<file path="src/rtl/sprite_draw_sequencer.sv">
// Per-frame draw scheduler: starts each enabled sprite drawer in index order and
// forwards the active drawer's pixel stream to the shared VGA write port.
module sprite_draw_sequencer #(
  parameter int NUM_SPRITES    = 3,
  parameter int X_WIDTH        = 9,
  parameter int Y_WIDTH        = 8,
  parameter int COLOUR_WIDTH   = 6,
  parameter int TIMEOUT_CYCLES = 1024
) (
  input  logic                                clock,
  input  logic                                reset,
  input  logic                                draw,
  input  logic [NUM_SPRITES-1:0]              enable_mask,
  input  logic [NUM_SPRITES*X_WIDTH-1:0]      spr_x,
  input  logic [NUM_SPRITES*Y_WIDTH-1:0]      spr_y,
  input  logic [NUM_SPRITES*COLOUR_WIDTH-1:0] spr_colour,
  input  logic [NUM_SPRITES-1:0]              spr_write,
  input  logic [NUM_SPRITES-1:0]              spr_done,
  output logic [NUM_SPRITES-1:0]              spr_start,
  output logic [X_WIDTH-1:0]                  x_draw,
  output logic [Y_WIDTH-1:0]                  y_draw,
  output logic [COLOUR_WIDTH-1:0]             colour,
  output logic                                VGA_write,
  output logic                                draw_done,
  output logic                                busy,
  output logic                                timeout_err
);

  localparam int IDX_W = (NUM_SPRITES > 1) ? $clog2(NUM_SPRITES) : 1;
  localparam int WD_W  = (TIMEOUT_CYCLES > 1) ? $clog2(TIMEOUT_CYCLES) : 1;
  localparam logic [IDX_W-1:0] LAST_IDX = IDX_W'(NUM_SPRITES - 1);
  localparam logic [WD_W-1:0]  WD_MAX   = WD_W'(TIMEOUT_CYCLES - 1);

  typedef enum logic [2:0] {IDLE, SELECT, ACTIVE, ADVANCE, DONE} state_t;

  state_t                     state_reg, state_next;
  logic [IDX_W-1:0]           index_reg, index_next;
  logic [NUM_SPRITES-1:0]     mask_reg, mask_next;
  logic [WD_W-1:0]            wd_reg, wd_next;
  logic                       err_reg, err_next;
  logic [NUM_SPRITES-1:0]     spr_start_reg, spr_start_next;
  logic                       busy_reg, busy_next;
  logic                       draw_done_reg, draw_done_next;
  logic [X_WIDTH-1:0]         x_reg;
  logic [Y_WIDTH-1:0]         y_reg;
  logic [COLOUR_WIDTH-1:0]    colour_reg;
  logic                       vga_write_reg;

  // Unpack the drawer buses so the active slice can be picked by index.
  logic [X_WIDTH-1:0]      x_arr      [NUM_SPRITES];
  logic [Y_WIDTH-1:0]      y_arr      [NUM_SPRITES];
  logic [COLOUR_WIDTH-1:0] colour_arr [NUM_SPRITES];

  for (genvar gi = 0; gi < NUM_SPRITES; gi++) begin : g_slice
    assign x_arr[gi]      = spr_x[gi*X_WIDTH +: X_WIDTH];
    assign y_arr[gi]      = spr_y[gi*Y_WIDTH +: Y_WIDTH];
    assign colour_arr[gi] = spr_colour[gi*COLOUR_WIDTH +: COLOUR_WIDTH];
  end

  always_comb begin
    state_next = state_reg;
    index_next = index_reg;
    mask_next  = mask_reg;
    wd_next    = wd_reg;
    err_next   = err_reg;
    case (state_reg)
      IDLE: begin
        if (draw) begin
          mask_next  = enable_mask;
          index_next = '0;
          state_next = SELECT;
        end
      end
      SELECT: begin
        if (!draw) begin
          state_next = IDLE;
        end else if (mask_reg[index_reg]) begin
          state_next = ACTIVE;
          wd_next    = '0;
        end else begin
          state_next = ADVANCE;
        end
      end
      ACTIVE: begin
        // Done is checked before the watchdog so a coincident done is not an error.
        if (!draw) begin
          state_next = IDLE;
        end else if (spr_done[index_reg]) begin
          state_next = ADVANCE;
        end else if (wd_reg == WD_MAX) begin
          err_next   = 1'b1;
          state_next = ADVANCE;
        end else begin
          wd_next = wd_reg + 1'b1;
        end
      end
      ADVANCE: begin
        if (!draw) begin
          state_next = IDLE;
        end else if (index_reg == LAST_IDX) begin
          state_next = DONE;
        end else begin
          index_next = index_reg + 1'b1;
          state_next = SELECT;
        end
      end
      DONE: begin
        if (!draw) state_next = IDLE;
      end
      default: state_next = IDLE;
    endcase

    spr_start_next = '0;
    if (state_next == ACTIVE) spr_start_next[index_next] = 1'b1;
    busy_next      = (state_next == SELECT) || (state_next == ACTIVE) || (state_next == ADVANCE);
    draw_done_next = (state_next == DONE);
  end

  always_ff @(posedge clock or negedge reset) begin
    if (!reset) begin
      state_reg     <= IDLE;
      index_reg     <= '0;
      mask_reg      <= '0;
      wd_reg        <= '0;
      err_reg       <= 1'b0;
      spr_start_reg <= '0;
      busy_reg      <= 1'b0;
      draw_done_reg <= 1'b0;
      x_reg         <= '0;
      y_reg         <= '0;
      colour_reg    <= '0;
      vga_write_reg <= 1'b0;
    end else begin
      state_reg     <= state_next;
      index_reg     <= index_next;
      mask_reg      <= mask_next;
      wd_reg        <= wd_next;
      err_reg       <= err_next;
      spr_start_reg <= spr_start_next;
      busy_reg      <= busy_next;
      draw_done_reg <= draw_done_next;
      if (state_reg == ACTIVE) begin
        x_reg      <= x_arr[index_reg];
        y_reg      <= y_arr[index_reg];
        colour_reg <= colour_arr[index_reg];
      end
      // Gating with draw keeps an aborted pass from emitting a trailing pixel.
      vga_write_reg <= (state_reg == ACTIVE) && draw && spr_write[index_reg];
    end
  end

  assign spr_start   = spr_start_reg;
  assign x_draw      = x_reg;
  assign y_draw      = y_reg;
  assign colour      = colour_reg;
  assign VGA_write   = vga_write_reg;
  assign draw_done   = draw_done_reg;
  assign busy        = busy_reg;
  assign timeout_err = err_reg;

endmodule

</file>
<file path="config.mk">
export PLATFORM = sky130hd
export DESIGN_NAME = sprite_draw_sequencer
export DESIGN_NICKNAME = d
export VERILOG_FILES = /design/src/rtl/sprite_draw_sequencer.sv
export SDC_FILE = /design/constraint.sdc
export NUM_CORES = 1
export LEC_CHECK = 0
export CORE_ASPECT_RATIO = 0.7
export CORE_MARGIN = 3
export CORE_UTILIZATION = 30
export CTS_BUF_LIST = sky130_fd_sc_hd__clkbuf_16
export DETAILED_ROUTE_END_ITERATION = 10
export GPL_TIMING_DRIVEN = 0
export PLACE_DENSITY = 0.68
export SETUP_SLACK_MARGIN = 0.5
export SYNTH_ARGS = -nofsm -noshare
export SYNTH_HDL_FRONTEND = slang
export SYNTH_SLANG_ARGS = --single-unit
</file>
<file path="constraint.sdc">
create_clock -name clock -period 2.5 [get_ports clock]
set_input_delay 0.25 -clock clock [delete_from_list [all_inputs] [get_ports clock]]
set_output_delay 0.25 -clock clock [all_outputs]
set_load 0.01 [all_outputs]
</file>
# After elaboration in Yosys (flattened, before gate mapping)
# Cells that the tools add are included.
dict set report op_classes {
  add_sub_neg 2
  magnitude_cmp 4
  n_eq_ne 15
  mux 38
  bitwise_logic 2
  n_reduce_logical 10
}
# op count
set op_table {}
lappend op_table {{2-to-1 mux 10 bit} 5}
lappend op_table {{2-to-1 mux 3 bit} 8}
lappend op_table {{one-hot mux 10 bit (2 select lines)} 1}
lappend op_table {{binary-select mux 9 bit (select 2 bit)} 1}
lappend op_table {{2-to-1 mux 9 bit} 2}
lappend op_table {{binary-select mux 8 bit (select 2 bit)} 1}
lappend op_table {{2-to-1 mux 8 bit} 2}
lappend op_table {{one-hot mux 3 bit (5 select lines)} 1}
lappend op_table {{binary-select mux 6 bit (select 2 bit)} 1}
lappend op_table {{equality test 3 x 2 -> 1 bit (second input constant)} 4}
lappend op_table {{2-to-1 mux 6 bit} 2}
lappend op_table {{adder 10 x 1 -> 10 bit (second input constant)} 1}
lappend op_table {{equality test 10 bit (second input constant)} 1}
lappend op_table {{!= test 2 bit (second input constant)} 5}
lappend op_table {{2-to-1 mux 2 bit} 4}
lappend op_table {{binary-select mux 1 bit (select 2 bit)} 3}
lappend op_table {{equality test 3 x 1 -> 1 bit (second input constant)} 2}
lappend op_table {{equality test 3 bit (second input constant)} 2}
lappend op_table {{< comparator 2 x 3 -> 1 bit (second input constant)} 2}
lappend op_table {{AND reduction 6 bit} 1}
lappend op_table {{2-to-1 mux 1 bit} 5}
lappend op_table {{one-hot mux 2 bit (2 select lines)} 1}
lappend op_table {{AND reduction 4 bit} 1}
lappend op_table {{greater-or-equal comparator 3 bit (second input constant)} 1}
lappend op_table {{other kinds (11)} 14}
dict set report totals {
  ff_bits 48
  in_bits 81
  output_inout_bits 30
  wordCells 83
}

# Depth between registers and ports, before layout
dict set report logic_depth {
  ltp_word 9
  depth_mapped 9
  depth_no_buf 7
}

# Worst setup path after synthesis
# OpenSTA, ideal clock, no wires.
dict set report synth_timing {
  path_type {register to register}
  startpoint {register wd_reg[0]}
  endpoint {register wd_reg[9]}
  setup_time_ns 0.079
  arrival_ns 1.806
  required_time_ns 2.421
  path_slack_ns 0.615
  stages_incl_launch_ff 8
  path_buffers 1
  period_less_slack_ns 1.885
  path_cell_list {dfrtp_1 > ha_1 > and3_1 > and4_1 > o21a_1 > buf_2 > nor4_2 > mux2i_1}
}
dict set report synth_via {
  elab_chain_cells 5
  word_cells_on_any_way 8
  cone_classes {add/sub (1); eq/ne (2); mux (4); reduce/logical (1)}
}
# element line_no
set synth_rtl {}
lappend synth_rtl {{start: declaration} 39} ;# logic [WD_W-1:0] wd_reg, wd_next;
lappend synth_rtl {{start signal: assignment} 137} ;# wd_reg <= wd_next;
lappend synth_rtl {{adder 10 x 1 -> 10 bit} 94} ;# wd_next = wd_reg + 1'b1;
lappend synth_rtl {{2-to-1 mux 10 bit} 90} ;# end else if (wd_reg == WD_MAX) begin
lappend synth_rtl {{2-to-1 mux 10 bit} 88} ;# end else if (spr_done[index_reg]) begin
lappend synth_rtl {{2-to-1 mux 10 bit} 86} ;# if (!draw) begin
lappend synth_rtl {{one-hot mux 10 bit (2 select lines)} 66} ;# case (state_reg)
# Parallel ways exist; a longest one is shown, timed or not. The select of a mux whose other input is x is not followed.
# A chain may end at the register's enable or synchronous reset.

# Worst setup path after layout
dict set report layout_timing {
  startpoint {register wd_reg[0]}
  endpoint {register wd_reg[2]}
}
# The elaborated chain is that of the path after synthesis.

==> summary.txt <==
Run status
  • Status: finished clean

Synthesis
  • Mean Syn Cell Area: 9.00 µm²
  • Most frequent cells after synthesis: nor2_1 (50), a21oi_1 (48), dfrtp_1 (48), mux2i_1 (34), nand2_1 (19)
  • Syn Inst Count: 291
  • Syn Nets: 375
  • EDFF count, synth: 0
  • Synthesized cell area: 2620 µm²
  • Largest cells by area after synthesis: dfrtp_1 (46%), mux2i_1 (13%), a21oi_1 (9.2%)
  • Ys Warns: 0
  • Async S/R FF share, synth: 100%
  • Cell variety after synth: 37
  • Top-count cell post-synth: nor2_1
  • Area fraction of the dominant cell type after synthesis: 45.8%
  • Dominant synthesized flop cell: dfrtp_1
  • Area leader, netlist: dfrtp_1
  • Sequential-to-total area share from yosys stat: 45.8%
  • #FFs+latches synth: 48

Clocking
  • CTS tree: built
  • Htree depth: 2
  • CTS Buffer Depth: 2
  • Total CTS buffers: 5
  • CTS root buf: clkbuf_16
  • Clk pin slew, worst setup/hold paths: 60 ps
  • TritonCTS Sinks: 48
  • Worst-skew pair later-pin latency: 280 ps

GRT
  • Initial antenna violation count: 0
  • Vias in the first global route: 2,586
  • Largest net degree at the start of global routing: 40
  • Wire length of the first global-routing pass: 13,400 µm
  • GRT Residual Overflow: 0
  • GRT Overall Usage: 16.4%

Timing
  • Setup tns final: 0 ps
  • Tightest Pin Transition: 588 ps
  • RSZ-0062 raised after global routing: true
  • Max-slew violation count: 0
  • Final Setup Violations: 0
  • Max Freq: 0.501 GHz
  • Crit share post-route: 79.9%
  • Setup Skew: 3.96 ps
  • Rel. slew slack: 60.5%
  • Fin. Hold Viols: 0
  • Min cycle time layout: 2000 ps

Critical path
  • Critical R2R Launch: wd_reg[0]
  • Crit path DAT: 2200 ps
  • R2R Setup Slk: 500 ps
  • Critical-path maximum fanout: 4
  • Worst R2R End: wd_reg[2]
  • Crit Path Class: reg -> reg
  • Worst Setup EP: wd_reg[2]
  • Worst Reg-to-Reg Cells: 6
  • Setup crit start: wd_reg[0]
  • Critical path required time: 2710 ps
  • CP startpoint kind: flip-flop
  • Endpoint class of the critical path: flip-flop

Cells and area
  • Layout cell share with drive strength beyond 1: 9.49%
  • Area grow syn2layout: 56.8%
  • N_diodes: 0
  • Util after Layout: 50.3%
  • Nets: 495
  • Max FFs per register: 10
  • Filler Cells Inserted: 772
  • Post-route cell area: 4110 µm²

Placed design
  • Detailed placer's ending HPWL: 6300 µm
  • Input/output buffers: 110
  • Routability Congestion: 0.799
  • Cell area after placement: 3880 µm²

Flow run
  • Max Cap Violations: 0

Die
  • I/O pin cnt: 111
  • Initial core utilization: 32.0%
  • Die H: 84.2 µm
  • Total core area: 8180 µm²
  • Cell Rows: 27
  • Die ar.: 9910 µm²
  • Die width: 118 µm

Drt
  • Drt wl/cell: 15.5 µm
  • Antenna-violating nets left: 0
  • 1st-iter DRT viols: 170
  • Router iterations before antenna repair: 4
  • Via density per instance: 4.92
  • Vias after detailed routing: 2,594
  • Residual DRC: 0
  • Wirelength, routed: 8160 µm

Power and ir drop
  • Pwr dens: 845 nW/µm²
  • Maximum vdd ir drop: 0.371 mV
  • P_leak: 1.64 nW

Min path
  • Hold WC Path Type: in -> async
[what timing repair did]
| action | CTS | global route |
|---|---|---|
| gates resized for setup | 8 | 15 |
| setup endpoints to repair | 27 | 32 |
| gates cloned | 0 | 0 |
| endpoints found under the hold margin | 9 | 0 |
| pin swaps | 1 | 0 |
| hold buffers | 1 | 0 |
| setup buffers | 1 | 0 |
[worst max-delay path: stages, from the launching register on]
cell,delay [ps]
dfrtp_1,400
ha_1,230
and3_4,200
and4_4,210
o21a_4,210
or4_1,540
a21boi_2,140
[worst min path at each step]
| stage | start | endpoint | slack (ps) | cells after the start |
|---|---|---|---|---|
| 2_1_floorplan | reset | VGA_write | -50 | 0 |
| 3_3_place_gp | timeout_err | timeout_err | 460 | 1 |
| 3_5_place_dp | reset | spr_start[2] | 130 | 1 |
| 4_1_cts | reset | spr_start[2] | 370 | 2 |
| 5_1_grt | reset | spr_start[2] | 400 | 2 |
| 6_report | reset | spr_start[2] | 370 | 2 |
[placed cells by master, fill, tap and decap left out, drive strengths merged, types with 5 or more instances in the layout]
| cell type | synthesis | routed |
|---|---|---|
| nand2b | 9 | 9 |
| clkdlybuf4s50 | 0 | 109 |
| nand3 | 6 | 6 |
| dfrtp | 48 | 48 |
| inv | 4 | 5 |
| nand2 | 19 | 19 |
| mux2i | 34 | 34 |
| nor3 | 9 | 9 |
| clkbuf | 11 | 17 |
| buf | 9 | 11 |
| o21ai | 7 | 7 |
| a21oi | 48 | 48 |
| nor2 | 50 | 50 |
[metrics by stage]
| stage | hold WS (ps) | power, mW | std cells | setup WS, ps |
|---|---|---|---|---|
| final | 368 | 3.47 | 527 | 502 |
| after global placement | 460 | 2.77 | 517 | -180 |
| after detailed placement | 130 | 2.83 | 518 | 263 |
| after CTS | 368 | 3.48 | 527 | 410 |
| after floorplan | -45.6 | 2.03 | 291 | 615 |
| after global routing | 403 | 3.75 | 527 | 419 |
[per-layer routing]
layer,GRT usage (%),wire [µm],vias up
li1,-,-,1260
met2,25.5,3860,100
met4,3.51,41,0
met1,23.1,3620,1232
met5,0,0,-
met3,4.38,639,2
[layout make-up]
type | count | area (µm²) | area share, %
plain buffers | 20 | 106 | 2.59
flip-flops and latches | 48 | 1200 | 29.2
well taps | 116 | 145 | 3.53
repair buffers | 113 | 1130 | 27.6
multi-input cells | 219 | 1370 | 33.4
clock inverters | 2 | 8.76 | 0.213
inverters | 4 | 15.0 | 0.365
clock buffers | 5 | 125 | 3.05
[where the power goes]
part	total [mW]	internal, mW	switching (mW)
logic	1.71	0.821	0.894
clock network	0.614	0.359	0.255
registers	1.15	1.01	0.131
total	3.47	2.19	1.28
[cells by family after synthesis]
| kind of cell | Yosys count | share of synthesized area [%] |
|---|---|---|
| compound gates | 69 | 14.7 |
| simple gates | 110 | 19.6 |
| flops | 48 | 45.8 |
| buf+inv | 24 | 4.11 |
| fa+ha+maj | 3 | 1.43 |
| mux | 37 | 14.3 |
(Power assumes the default switching activity.)
